<file path="src/rtl/fib_seq_ctrl.sv">
// ---------------------------------------------------------------------------
// fib_seq_ctrl
//
// Sequencer for the BCD Fibonacci datapath. A start tick latches the 2-digit
// BCD operand from the switches, checks it, and then runs three sub-units in
// turn through start/done handshakes:
//   bcd2bin   -> converts the operand to binary
//   fibonacci -> computes fib(n)
//   bin2bcd   -> converts fib(n) back to 4 BCD digits for the display
// Bad BCD digits, operands above N_MAX and a sub-unit that never answers
// (watchdog) all end the run early with a defined result and flag.
//
// Ports
//   clk, rst_n             clock, asynchronous active-low reset
//   start, bcd_in          start tick and {tens,ones} BCD operand
//   b2b_start/bcd/done/bin bcd2bin handshake, operand out, binary in
//   fib_start/n/done/f     fibonacci handshake, index out, result in
//   bcd_start/bin/done/digits  bin2bcd handshake, binary out, digits in
//   result                 displayed BCD value, held until next accepted start
//   busy                   high whenever the sequencer is not idle
//   done_tick              1-cycle pulse when result is updated
//   ovf                    operand above N_MAX (result = 9999)
//   err                    invalid BCD digit or watchdog timeout (result = 0000)
// ---------------------------------------------------------------------------
module fib_seq_ctrl #(
    parameter int N_MAX       = 20,
    parameter int FIB_W       = 14,
    parameter int TIMEOUT_CYC = 255
) (
    input  logic             clk,
    input  logic             rst_n,
    input  logic             start,
    input  logic [7:0]       bcd_in,
    output logic             b2b_start,
    output logic [7:0]       b2b_bcd,
    input  logic             b2b_done,
    input  logic [6:0]       b2b_bin,
    output logic             fib_start,
    output logic [4:0]       fib_n,
    input  logic             fib_done,
    input  logic [FIB_W-1:0] fib_f,
    output logic             bcd_start,
    output logic [FIB_W-1:0] bcd_bin,
    input  logic             bcd_done,
    input  logic [15:0]      bcd_digits,
    output logic [15:0]      result,
    output logic             busy,
    output logic             done_tick,
    output logic             ovf,
    output logic             err
);

    localparam int WD_W = $clog2(TIMEOUT_CYC + 1);

    localparam logic [15:0] RESULT_OVF = 16'h9999;
    localparam logic [15:0] RESULT_ERR = 16'h0000;

    typedef enum logic [2:0] {
        IDLE,
        B2B,
        FIB,
        B2D,
        DONE
    } state_t;

    state_t          state;
    state_t          state_next;
    logic [WD_W-1:0] wd_cnt;

    logic bcd_bad;
    logic operand_ovf;
    logic waiting;
    logic wd_expired;

    assign bcd_bad     = (bcd_in[7:4] > 4'd9) || (bcd_in[3:0] > 4'd9);
    assign operand_ovf = b2b_bin > 7'(N_MAX);
    assign waiting     = (state == B2B) || (state == FIB) || (state == B2D);
    // The counter starts at 0 on entry, so the wait that ends on this edge is
    // the TIMEOUT_CYC-th one. A done seen on the same edge is tested first.
    assign wd_expired  = wd_cnt == WD_W'(TIMEOUT_CYC - 1);

    // -----------------------------------------------------------------------
    // State register
    // -----------------------------------------------------------------------
    // NOTE: sequential state uses non-blocking (<=) so every flop samples
    // values from before the edge regardless of block evaluation order.
    always_ff @(posedge clk or negedge rst_n) begin
        if (!rst_n) begin
            state <= IDLE;
        end else begin
            state <= state_next;
        end
    end

    // -----------------------------------------------------------------------
    // Next-state logic
    // -----------------------------------------------------------------------
    // NOTE: state_next is given a default before the case so no path leaves
    // it unassigned, which would otherwise infer a latch.
    always_comb begin
        state_next = state;
        case (state)
            IDLE: begin
                // start is only looked at here, so starts while busy (and
                // during the DONE cycle) fall away without being queued.
                if (start) begin
                    state_next = bcd_bad ? DONE : B2B;
                end
            end
            B2B: begin
                if (b2b_done) begin
                    state_next = operand_ovf ? DONE : FIB;
                end else if (wd_expired) begin
                    state_next = DONE;
                end
            end
            FIB: begin
                if (fib_done || wd_expired) begin
                    state_next = fib_done ? B2D : DONE;
                end
            end
            B2D: begin
                if (bcd_done || wd_expired) begin
                    state_next = DONE;
                end
            end
            DONE:    state_next = IDLE;
            default: state_next = IDLE;
        endcase
    end

    // -----------------------------------------------------------------------
    // Outputs decoded from state
    // -----------------------------------------------------------------------
    always_comb begin
        busy      = state != IDLE;
        done_tick = state == DONE;
    end

    // -----------------------------------------------------------------------
    // Datapath: latched operands, start pulses, result flags, watchdog
    // -----------------------------------------------------------------------
    always_ff @(posedge clk or negedge rst_n) begin
        if (!rst_n) begin
            b2b_start <= 1'b0;
            fib_start <= 1'b0;
            bcd_start <= 1'b0;
            b2b_bcd   <= '0;
            fib_n     <= '0;
            bcd_bin   <= '0;
            result    <= '0;
            ovf       <= 1'b0;
            err       <= 1'b0;
            wd_cnt    <= '0;
        end else begin
            // Start strobes are single-cycle: they default low and are set
            // only on the edge that moves into the state awaiting that unit.
            b2b_start <= 1'b0;
            fib_start <= 1'b0;
            bcd_start <= 1'b0;

            case (state)
                IDLE: begin
                    if (start) begin
                        b2b_bcd <= bcd_in;
                        ovf     <= 1'b0;
                        err     <= 1'b0;
                        if (bcd_bad) begin
                            result <= RESULT_ERR;
                            err    <= 1'b1;
                        end else begin
                            b2b_start <= 1'b1;
                        end
                    end
                end
                B2B: begin
                    if (b2b_done) begin
                        if (operand_ovf) begin
                            result <= RESULT_OVF;
                            ovf    <= 1'b1;
                        end else begin
                            fib_n     <= b2b_bin[4:0];
                            fib_start <= 1'b1;
                        end
                    end else if (wd_expired) begin
                        result <= RESULT_ERR;
                        err    <= 1'b1;
                    end
                end
                FIB: begin
                    if (fib_done) begin
                        bcd_bin   <= fib_f;
                        bcd_start <= 1'b1;
                    end else if (wd_expired) begin
                        result <= RESULT_ERR;
                        err    <= 1'b1;
                    end
                end
                B2D: begin
                    if (bcd_done) begin
                        result <= bcd_digits;
                    end else if (wd_expired) begin
                        result <= RESULT_ERR;
                        err    <= 1'b1;
                    end
                end
                default: ;
            endcase

            // Watchdog: cleared whenever the state changes (covers entry into
            // each wait state), counts only while staying in a wait state.
            if (waiting && (state_next == state)) begin
                wd_cnt <= wd_cnt + WD_W'(1);
            end else begin
                wd_cnt <= '0;
            end
        end
    end

endmodule

</file>
<file path="config.mk">
export PLATFORM = sky130hd
export DESIGN_NAME = fib_seq_ctrl
export DESIGN_NICKNAME = d
export VERILOG_FILES = /design/src/rtl/fib_seq_ctrl.sv
export SDC_FILE = /design/constraint.sdc
export NUM_CORES = 1
export LEC_CHECK = 0
export CORE_MARGIN = 2
export CORE_UTILIZATION = 45
export CTS_CLUSTER_SIZE = 8
export DETAILED_ROUTE_END_ITERATION = 12
export PLACE_DENSITY = 0.8
export SYNTH_ARGS = -nofsm -noshare
export SYNTH_HDL_FRONTEND = slang
export SYNTH_SLANG_ARGS = --single-unit
</file>
<file path="constraint.sdc">
create_clock -name clk -period 2.3 [get_ports clk]
set_clock_uncertainty 0.2 [all_clocks]
set_input_delay 0.345 -clock clk [delete_from_list [all_inputs] [get_ports clk]]
set_output_delay 0.345 -clock clk [all_outputs]
set_load 0.02 [all_outputs]
</file>
======== Yosys cells after proc, flatten, opt, wreduce, memory -nomap -nowiden ========
Cells that the tools add are included.
storage, ports and cells
  register bits ........................... 59
  bits in latches ......................... 0
  bits of input ports ..................... 51
  bits in writable memories ............... 0
  memory bits (read-only) ................. 0
  output and inout bits ................... 50
  memories ................................ 0
operators by class
  multiply operators ...................... 0
  reductions and logical operators ........ 16
  bitwise logic cells ..................... 1
  add/sub/neg operators ................... 1
  equal/unequal tests ..................... 14
  divide/modulo/power cells ............... 0
  order comparisons ....................... 3
  shift operators ......................... 0
  muxes and demuxes ....................... 37
operators with widths
  operator               count
  $mux W16               7
  $pmux W16 S4           1
  $mux W3                8
  $mux W1                17
  $ne A2 B2 Y1 const B   7
  $pmux W3 S4            1
  $reduce_and A5 Y1      2
  $add A8 B1 Y8 const B  1
  $eq A8 B8 Y1 const B   1
  $gt A4 B4 Y1 const B   2
  $mux W8                1
  $gt A7 B5 Y1 const B   1
  $eq A3 B2 Y1 const B   2
  $logic_or A1 B1 Y1     5
  $pmux W1 S4            1
  $reduce_and A2 Y1      2
  $reduce_and A4 Y1      1
  $reduce_bool A4 Y1     1
  $eq A3 B1 Y1 const B   1
  $eq A3 B3 Y1           1
  $eq A3 B3 Y1 const B   1
  $logic_not A3 Y1       1
  $ne A3 B3 Y1 const B   1
  $reduce_and A3 Y1      1
  other kinds (5)        5

======== Depth between registers and ports, before layout ========
Gate-level depths: netlist (run 1).
  depth in word-level cells ............... 8
  mapped depth ............................ 7
  gate-level depth less buffers ........... 6

======== Worst setup path before layout (run 1) ========
No wires, ideal clock.
  path type ............................... register to register
  start ................................... reg wd_cnt[0]
  end ..................................... reg wd_cnt[2]
  setup time .............................. 136 ps
  setup slack ............................. 522 ps
  required time ........................... 1964 ps
  cell stages (with the launch flop) ...... 8
  data arrival time ....................... 1442 ps
  clock period less this slack ............ 1778 ps
  cell sequence ........................... dfrtp_1 inv_1 ha_1 nand3_1 or2_0 buf_6 o31ai_4 nor4_1
between the ends
  word-level cells in the longest chain between the ends .. 7
  elaborated cells on any way between the ends .. 12
RTL lines
  item                                   line           text
  start: declaration                     68             logic [WD_W-1:0] wd_cnt;
  start signal: assignment               213            wd_cnt <= wd_cnt + WD_W'(1);
  $eq A8 B8 Y1                           80             assign wd_expired = wd_cnt == WD_W'(TIMEOUT_CYC - 1);
  $mux W3, or another cell as far along  113            end else if (wd_expired) begin
  $mux W3 (on tied branches)             111, 118, 123
  $pmux W3 S4                            102            case (state)
  $eq A3 B3 Y1                           212            if (waiting && (state_next == state)) begin
  $logic_and A1 B1 Y1                    212
  $mux W8 (*)                            212
Mark *: on every way between the ends. The rest lies on a longest branch, timed or not.
A chain may end at the register's enable or synchronous reset.

======== Worst setup path in the final report (run 1) ========
  start ................................... reg state[1]
  end ..................................... out busy
between the ends
  word-level cells in the longest chain between the ends .. 1
RTL lines
  item                      line  text
  start: declaration        66    state_t state;
  start signal: assignment  91    state <= state_next;
  $reduce_bool A3 Y1        136   busy = state != IDLE;
  end: declaration          47    output logic busy,
Every way passes these cells.

==> results of run 1 <==
sequential cells by signal, summed over array words and instances, names as in the netlist, 3 cells and up:
name	flops
wd_cnt	8
bcd_bin	14
b2b_bcd	8
result	16
fib_n	5
state	3
cells by family after synthesis:
family | count (synthesis) | synth area share, %
buffers and inverters | 27 | 5.12
adder cells (fa/ha/maj) | 2 | 0.890
AND/OR/NAND/NOR | 73 | 14.9
XOR/XNOR | 6 | 1.87
AO/OA/AOI/OAI | 52 | 13.9
multiplexers | 27 | 10.8
flip-flops | 59 | 52.5
layout make-up:
class | count | area (µm²)
clock inverters | 4 | 50.0
fillers | 438 | 1830
clock buffers | 12 | 145
repair buffers | 116 | 1130
flip-flops and latches | 59 | 1480
well taps | 75 | 93.8
multi-input cells | 160 | 1210
inverters | 13 | 48.8
layer usage:
| layer | global-route usage [%] | up-vias | wire length [µm] |
|---|---|---|---|
| met4 | 9.09 | 0 | 173 |
| li1 | - | 1124 | - |
| met5 | 0 | - | 0 |
| met2 | 36.1 | 69 | 3660 |
| met1 | 27.6 | 1121 | 2890 |
| met3 | 4.67 | 14 | 301 |
stage by stage:
step	cell area, µm²	setup WS [ns]	std cells	hold slack, ns
after floorplan	2810	0.522	246	-0.151
after global placement	3950	0.0869	422	0.142
after detailed placement	3950	0.0532	422	0.142
after CTS	4160	0.149	439	0.294
after global routing	4160	0.0903	439	0.316
final	4160	0.160	439	0.292
power by group:
part / internal [mW] / switching, mW / leakage (nW)
combinational: 1.03 / 0.981 / 0.939
sequential: 1.37 / 0.226 / 0.777
clock: 0.529 / 0.413 / 0.0926
total: 2.93 / 1.62 / 1.81
cells in the mapped netlist, drive strengths merged (2+ instances only):
master,instances
a21boi,2
a21o,11
a21oi,4
a31oi,3
and3,3
buf,13
dfrtp,59
ha,2
inv,13
mux2,27
nand2,19
nand3,16
nor2,9
nor2b,2
nor3,2
nor4,8
nor4bb,2
o211ai,3
o21ai,9
o221ai,8
o31ai,10
or2,2
or3,3
xnor2,4
xor2,2
how the worst max path moves through the flow:
stage	startpoint	slack, ns	to	cells past startpoint
3_3_place_gp	b2b_bin[4]	0.09	state[2]	5
2_1_floorplan	wd_cnt[0]	0.52	wd_cnt[2]	7
4_1_cts	state[1]	0.15	busy	2
3_5_place_dp	b2b_bin[4]	0.05	state[2]	5
5_1_grt	state[0]	0.09	result[6]	5
6_report	state[1]	0.16	busy	2
critical path, delay by kind of cell, from the launching register on:
kind,cells,cell delay [ns]
buffers and inverters,1,0.34
flip-flops,1,0.50
AND/OR/NAND/NOR,1,0.42
repair_timing:
item                                   4_1_cts  5_1_grt
hold buffers                                 1        0
setup endpoints to repair                    2        3
endpoints found under the hold margin       22        0
resized for setup                            3        1
==> qor.txt, run 1 <==
Leakage - 1.81 nW
WP data arrival - 1.59 ns
min-delay src - bcd_bin[6]
kind of critical path - reg -> out
worst skew pair latency - 0.34 ns
final hold vios - 0
DRC viols - 0
async set-reset flop share out of synthesis - 100%
VDD IR-drop max - 906 µV
drt first pass iters - 4
status - finished, final reports clean
CP max-delay cell - dfrtp_1
Final Power - 4.55 mW
Final Util - 69.4%
Seq/Total Area, Yosys - 52.5%
number of buffers created by CTS - 9
effective utilization at floorplan - 46.9%
first-pass GRT wire length - 12.2 mm
crit path time final - 2.14 ns
pwr dens - 1090 nW/µm²
Synth Cell Area - 2810 µm²
Reg-to-Reg End - b2b_bcd[0]
grt total ovfl - 0
Final Max Tran Viols - 0
Hold Path End - bcd_bin[6]
DR WL/cell - 16.0 µm
Max Clk Rate - 0.467 GHz
CTS clk-pin slew, worst paths - 0.07 ns
Max-slew headroom - 66.0%
Synthesized Nets - 299
# port buffers - 100
# diodes - 0
ANT nets after route - 0
Die H - 83.0 µm
overall routed net length - 7.02 mm
period utilization - 93.0%
Startpoint Class - flop
pin count of the biggest net entering global routing - 25
Layout Nets - 412
Hold Crit Depth - 1
r2r startpoint - state[1]
TritonCTS Sinks - 59
unrepaired setup endpoints after global routing - no
syn_area_per_cell - 11.4 µm²
final count of negative-setup-slack endpoints - 0
Overall Global Routing Usage - 21.8%
vias in the first global route - 2418
proportion of layout cells with a drive suffix above 1 - 18.7%
depth of the CTS H-tree - 3
postcts setup bufs - 0
Ys Warns - 0
CTS tree - built
Max-Cap Viols - 0
EDFF count, synth - 0
Hold WC Path Type - reg -> reg
via count - 2328
Synth Register Bits - 59
crit-path max FO - 10
vias per cell - 5.30
post-synthesis cell count - 246
reg2reg path depth - 4
DRT iter0 DRCs - 165
most frequent cells in the layout - 97 x clkdlybuf4s50_1, 58 x dfrtp_1, 26 x mux2_2
CP Capture Type - primary output
most common cell after layout, fill and taps aside - clkdlybuf4s50_1
synth top area cells - dfrtp_1 53%, mux2_2 10%, a21o_1 2.9%, nand3_1 2.7%, nand2_1 2.5%
Final GP Congestion - 0.766
leading area contributor after synthesis - dfrtp_1
Die Wd - 83.0 µm
Final HPWL DP - 5.05 mm
I/O pin cnt - 101
die area - 6900 µm²
reg-to-reg slack, setup - 0.21 ns
Root Driver - clkbuf_8
CP required - 1.75 ns
Core ar. - 5990 µm²
worst-margin pin slew - 0.510 ns
clk buf depth - 2
Layout Area Growth over Synthesis - 47.8%
distinct cell type count after synthesis - 48
crit-path cells - or3_1 > dlygate4sd2_1
Yosys top cell area share - 52.5%
row count - 28
TNS Setup - 0 ns
initial antenna violation count - 0
Worst path max stage delay - 0.50 ns
Synth Flop Type - dfrtp_1
(Power assumes the default switching activity.)
==> run 2, diff against run 1 <==
==> constraint.sdc (replaced) <==
create_clock -name clk -period 2.3 [get_ports clk]
set_clock_uncertainty 0.2 [all_clocks]
set_input_delay 0.345 -clock clk [delete_from_list [all_inputs] [get_ports clk]]
set_output_delay 0.345 -clock clk [all_outputs]
set_load 0.05 [all_outputs]
==> run 2 against run 1 <==
  * Core utilization up 0.38 points
  * Cell count down 0.46%
  * Critical path depth up 1
  * Sequential share of layout area down 0.22 points
  * Global-route usage down 1.1 points
  * Register-to-register slack better by 0.07 ns
  * Power up 17%
  * Die area unchanged
  * Combinational power up 40%
  * Cell area up 0.54%
==> qor.txt, run 2 (same netlist as run 1, synthesis figures left out) <==
status - finished, final reports clean
most frequent cells in the layout - 97 x clkdlybuf4s50_1, 59 x dfrtp_1, 26 x mux2_2
pwr dens - 1280 nW/µm² (+17%)
min-delay src - ovf
row count - 28 (unchanged)
Startpoint Class - flop
biggest regs - result: 16 flops, bcd_bin: 14 flops
worst skew pair latency - 0.33 ns (about the same)
final hold vios - 0 (unchanged)
vias in the first global route - 2353 (-2.7%)
overall routed net length - 6.84 mm (-2.6%)
# diodes - 0 (unchanged)
initial antenna violation count - 0 (unchanged)
unrepaired setup endpoints after global routing - no
ANT nets after route - 0 (unchanged)
clk buf depth - 2 (unchanged)
proportion of layout cells with a drive suffix above 1 - 19.1% (+0.38 points)
Largest Register - result
Die Wd - 83.0 µm (unchanged)
first-pass GRT wire length - 11.4 mm (-6.0%)
crit-path cells - buf_4 > or3_1 > buf_12
flip-flop count of the largest register after layout - 16 (unchanged)
Final HPWL DP - 5.03 mm (-0.45%)
Max Clk Rate - 0.452 GHz (-3.2%)
worst-margin pin slew - 0.540 ns (+0.0301 ns)
Register Area - 1480 µm² (about the same)
Hold WS - 0.293 ns (+0.000636 ns)
drt first pass iters - 5 (+1)
# port buffers - 100 (unchanged)
CP max-delay cell - dfrtp_1
max layer used - met4
CP Capture Type - primary output
VDD IR-drop max - 1060 µV (+17%)
TritonCTS Sinks - 59 (unchanged)
Overall Global Routing Usage - 20.7% (-1.1 points)
reg-to-reg slack, setup - 0.28 ns (+0.07 ns)
Fill cells - 439 (+0.23%)
final count of negative-setup-slack endpoints - 0 (unchanged)
grt total ovfl - 0 (unchanged)
vias per cell - 5.40 (+1.8%)
Core ar. - 5990 µm² (unchanged)
die area - 6900 µm² (unchanged)
number of buffers created by CTS - 9 (unchanged)
pin count of the biggest net entering global routing - 60 (+140%)
postcts setup bufs - 0 (unchanged)
most common cell after layout, fill and taps aside - clkdlybuf4s50_1
period utilization - 96.2% (+3.1 points)
# placed instances - 421 (-0.24%)
Root Driver - clkbuf_8
final std cells w/o fill - 437 (-0.46%)
CTS clk-pin slew, worst paths - 0.06 ns (about the same)
Worst path max stage delay - 0.52 ns (+0.02 ns)
routed wl met2 - 3.57 mm (-2.5%)
I/O pin cnt - 101 (unchanged)
DRC viols - 0 (unchanged)
Final Max Tran Viols - 0 (unchanged)
Max-Cap Viols - 0 (unchanged)
Multi-input gate area - 1210 µm² (unchanged)
DR WL met3 - 314 µm (+4.3%)
kind of critical path - reg -> out
Max-slew headroom - 63.9% (-2.1 points)
Post-Route M1 WL - 2.84 mm (-1.7%)
crit path time final - 2.21 ns (+0.0718 ns)
Layout Area Growth over Synthesis - 48.6%
depth of the CTS H-tree - 3 (unchanged)
via count - 2359 (+1.3%)
reg2reg path depth - 6 (+2)
crit-path max FO - 9 (-1)
DR WL/cell - 15.7 µm (-2.1%)
Hold Path End - ovf
WP data arrival - 1.67 ns (+0.08 ns)
CP required - 1.75 ns (about the same)
Hold Crit Depth - 2 (+1)
DRT iter0 DRCs - 89 (-46%)
Hold WC Path Type - reg -> reg
CTS tree - built
effective utilization at floorplan - 46.9% (unchanged)
Final GP Congestion - 0.784 (+2.4%)
Die H - 83.0 µm (unchanged)
Layout Nets - 411 (-0.24%)
Leakage - 1.82 nW (+0.87%)
r2r startpoint - wd_cnt[0]
Reg-to-Reg End - result[1]
## run 2: cell types whose count changed in the layout (fill, tap and decap cells not counted), sizes merged
cell	before	now
clkinvlp	2	0
clkinv	1	4
dlygate4sd2	2	0
buf	16	17
clkbuf	12	10
## run 2: report_power, final
part | total, mW | switching [mW] | internal, mW
Combinational | 2.83 | 1.75 | 1.08
Sequential | 1.59 | 0.225 | 1.37
Clock | 0.913 | 0.394 | 0.519
Total | 5.33 | 2.37 | 2.96
## run 2: worst max path at each step
stage	startpoint	endpoint	slack (ns)	cells past startpoint
after CTS	state[2]	busy	0.11	3
final	state[2]	busy	0.09	3
after detailed placement	b2b_bin[4]	state[2]	-0.04	5
after floorplan	wd_cnt[0]	wd_cnt[2]	0.52	7
after global routing	state[2]	busy	0.07	3
after global placement	b2b_bin[4]	state[2]	0.01	5
## run 2: routing by layer
metal,vias up,global-route usage [%]
met5,-,0
met4,0,9.24
met3,10,3.98
met2,64,35.6
met1,1164,25.1
li1,1121,-
## run 2: stage by stage
step                total power, mW  area, µm²  TNS, ns  utilization, %  worst slack, ns
finish                         5.33       4180        0            69.8           0.0885
global route                   5.57       4180        0            69.8           0.0662
CTS                            5.36       4180        0            69.8            0.110
floorplan                      3.40       2810        0               -            0.522
global placement               4.39       3980        0            66.4           0.0138
detailed placement             4.44       3980  -0.0383            66.4          -0.0383
## run 2: final cells by class
class | instances | share of cell area, %
clock buffer | 10 | 3.29
clock inverter | 5 | 1.29
inverter | 13 | 1.17
multi-input combinational | 160 | 29.0
sequential | 59 | 35.3
tap | 75 | 2.25
timing repair buffer | 115 | 27.7
## run 2: repair_timing
item / CTS / global route
hold buffers: 1 / 0
endpoints found under the hold margin: 59 / 0
endpoints found under the setup margin: 0 / 2
gates resized for setup: 0 / 1
## run 2: worst max-delay path, delay by kind of cell, from the launching register on
| kind | cells | cell delay [ns] |
|---|---|---|
| buf+inv | 2 | 0.42 |
| simple gates | 1 | 0.39 |
| flops | 1 | 0.52 |
==> run 3, diff against run 2 <==
==> constraint.sdc (replaced) <==
create_clock -name clk -period 2.3 [get_ports clk]
set_clock_uncertainty 0.2 [all_clocks]
set_input_delay 0.46 -clock clk [delete_from_list [all_inputs] [get_ports clk]]
set_output_delay 0.46 -clock clk [all_outputs]
set_load 0.05 [all_outputs]
==> run 3 against run 2 <==
  * Maximum frequency grew 1.4%
  * Sequential power barely moved
  * Wire length up 2.3%
  * Largest cell class unchanged
==> qor.txt, run 3 (same netlist as run 1, synthesis figures left out) <==
# placed instances - 424 (+0.71%)
vias in the first global route - 2403 (+2.1%)
Hold WS - 0.293 ns (+0.000156 ns)
# port buffers - 100 (unchanged)
Largest Register - result
crit path time final - 2.18 ns (-0.0315 ns)
Final GP Congestion - 0.837 (+6.7%)
postcts setup bufs - 0 (unchanged)
status - finished, final reports clean
pwr dens - 1290 nW/µm² (+1.2%)
Overall Global Routing Usage - 21.2% (+0.49 points)
worst-margin pin slew - 0.529 ns (-0.0106 ns)
DRT iter0 DRCs - 178 (+100%)
Final Max Tran Viols - 0 (unchanged)
Layout Nets - 414 (+0.73%)
overall routed net length - 7.00 mm (+2.3%)
final std cells w/o fill - 441 (+0.92%)
I/O pin cnt - 101 (unchanged)
final hold vios - 0 (unchanged)
max layer used - met4
DR WL met3 - 267 µm (-15%)
Die H - 83.0 µm (unchanged)
Hold WC Path Type - reg -> reg
CP Capture Type - primary output
most common cell after layout, fill and taps aside - clkdlybuf4s50_1
unrepaired setup endpoints after global routing - no
TNS Setup - 0 ns (unchanged)
clk buf depth - 2 (unchanged)
Die Wd - 83.0 µm (unchanged)
crit-path max FO - 3 (-6)
kind of critical path - reg -> out
# diodes - 0 (unchanged)
via count - 2352 (-0.30%)
Final Power - 5.47 mW (+2.5%)
flip-flop count of the largest register after layout - 16 (unchanged)
Core ar. - 5990 µm² (unchanged)
Max-Cap Viols - 0 (unchanged)
CTS clk-pin slew, worst paths - 0.07 ns (about the same)
number of buffers created by CTS - 9 (unchanged)
Worst path max stage delay - 0.81 ns (+0.29 ns)
pin count of the biggest net entering global routing - 41 (-32%)
row count - 28 (unchanged)
Max-slew headroom - 64.6% (+0.71 points)
CP required - 1.64 ns (-0.11 ns)
final count of negative-setup-slack endpoints - 0 (unchanged)
initial antenna violation count - 0 (unchanged)
routed wl met2 - 3.63 mm (+1.9%)
DRC viols - 0 (unchanged)
worst skew pair latency - 0.33 ns (about the same)
effective utilization at floorplan - 46.9% (unchanged)
Final HPWL DP - 5.15 mm (+2.4%)
biggest regs - result: 16 flops, bcd_bin: 14 flops
crit-path cells - clkdlybuf4s50_1
CP delay by family, top - buffers and inverters
period utilization - 94.8% (-1.4 points)
Max Clk Rate - 0.459 GHz (+1.4%)
vias per cell - 5.33 (-1.2%)
Fill cells - 428 (-2.5%)
Leakage - 1.85 nW (+1.2%)
drt first pass iters - 4 (-1)
DR WL/cell - 15.9 µm (+1.4%)
ANT nets after route - 0 (unchanged)
grt total ovfl - 0 (unchanged)
VDD IR-drop max - 1000 µV (-5.4%)
Post-Route M1 WL - 2.96 mm (+4.2%)
most frequent cells in the layout - 97 x clkdlybuf4s50_1, 58 x dfrtp_1, 26 x mux2_2
Startpoint Class - flop
TritonCTS Sinks - 59 (unchanged)
CP max-delay cell - clkdlybuf4s50_1
CP bufs+invs - 1 (-1)
first-pass GRT wire length - 11.8 mm (+2.9%)
Layout Area Growth over Synthesis - 50.6%
proportion of layout cells with a drive suffix above 1 - 19.9% (+0.88 points)
CTS tree - built
Root Driver - clkbuf_8
WP data arrival - 1.52 ns (-0.15 ns)
die area - 6900 µm² (unchanged)
depth of the CTS H-tree - 3 (unchanged)
## run 3: cell types whose count changed in the layout (fill, tap and decap cells not counted)
cell       previous run  this run
bufinv_16             1         2
clkinv_2              3         1
dfrtp_2               0         1
nor2_2                0         1
clkbuf_1              0         2
nor2_1                9         8
dfrtp_1              59        58
buf_4                12        15
## run 3: per-layer routing
metal  global-route usage [%]  vias to the layer above
li1                         -                     1123
met1                     26.9                     1160
met2                     35.6                       58
met3                     3.98                       11
met4                     8.64                        0
met5                        0                        -
## run 3: power breakdown
part / switching, mW / leakage [nW] / internal, mW / total [mW]
sequential: 0.230 / 0.777 / 1.37 / 1.60
clock: 0.402 / 0.111 / 0.641 / 1.04
combinational: 1.75 / 0.958 / 1.08 / 2.83
total: 2.38 / 1.85 / 3.09 / 5.47
## run 3: what timing repair did
item,CTS,global route
endpoints found under the hold margin,19,0
gates resized for setup,0,3
hold buffers,1,0
endpoints found under the setup margin,0,6
## run 3: path summary, 6_finish.rpt
| check | end | depth (start not counted) | startpoint | slack (ns) |
|---|---|---|---|---|
| worst min register to register | bcd_bin[6] | 1 | bcd_bin[6] | 0.29 |
| max in group asynchronous | state[0] | 3 | rst_n | 0.87 |
| worst max register to register | result[2] | 6 | wd_cnt[0] | 0.27 |
| min in group asynchronous | bcd_bin[6] | 2 | rst_n | 0.42 |
| worst min-delay path | bcd_bin[6] | 1 | bcd_bin[6] | 0.29 |
| worst max-delay path | result[12] | 1 | result[12] | 0.12 |
## run 3: area by class of cell
| cell class | count | area (µm²) | share of cell area [%] |
|---|---|---|---|
| clock inverters | 4 | 73.8 | 1.74 |
| multi-input cells | 160 | 1210 | 28.7 |
| inverters | 13 | 48.8 | 1.15 |
| repair buffers | 118 | 1180 | 27.8 |
| flip-flops and latches | 59 | 1480 | 34.9 |
| well taps | 75 | 93.8 | 2.22 |
| clock buffers | 12 | 145 | 3.43 |
## run 3: through the flow
step | util [%] | area, µm² | worst slack, ns
floorplan | - | 2810 | 0.456
global placement | 66.8 | 4000 | -0.0354
detailed placement | 66.8 | 4000 | -0.0649
CTS | 70.6 | 4230 | 0.0455
global route | 70.7 | 4230 | 0.0314
finish | 70.7 | 4230 | 0.120
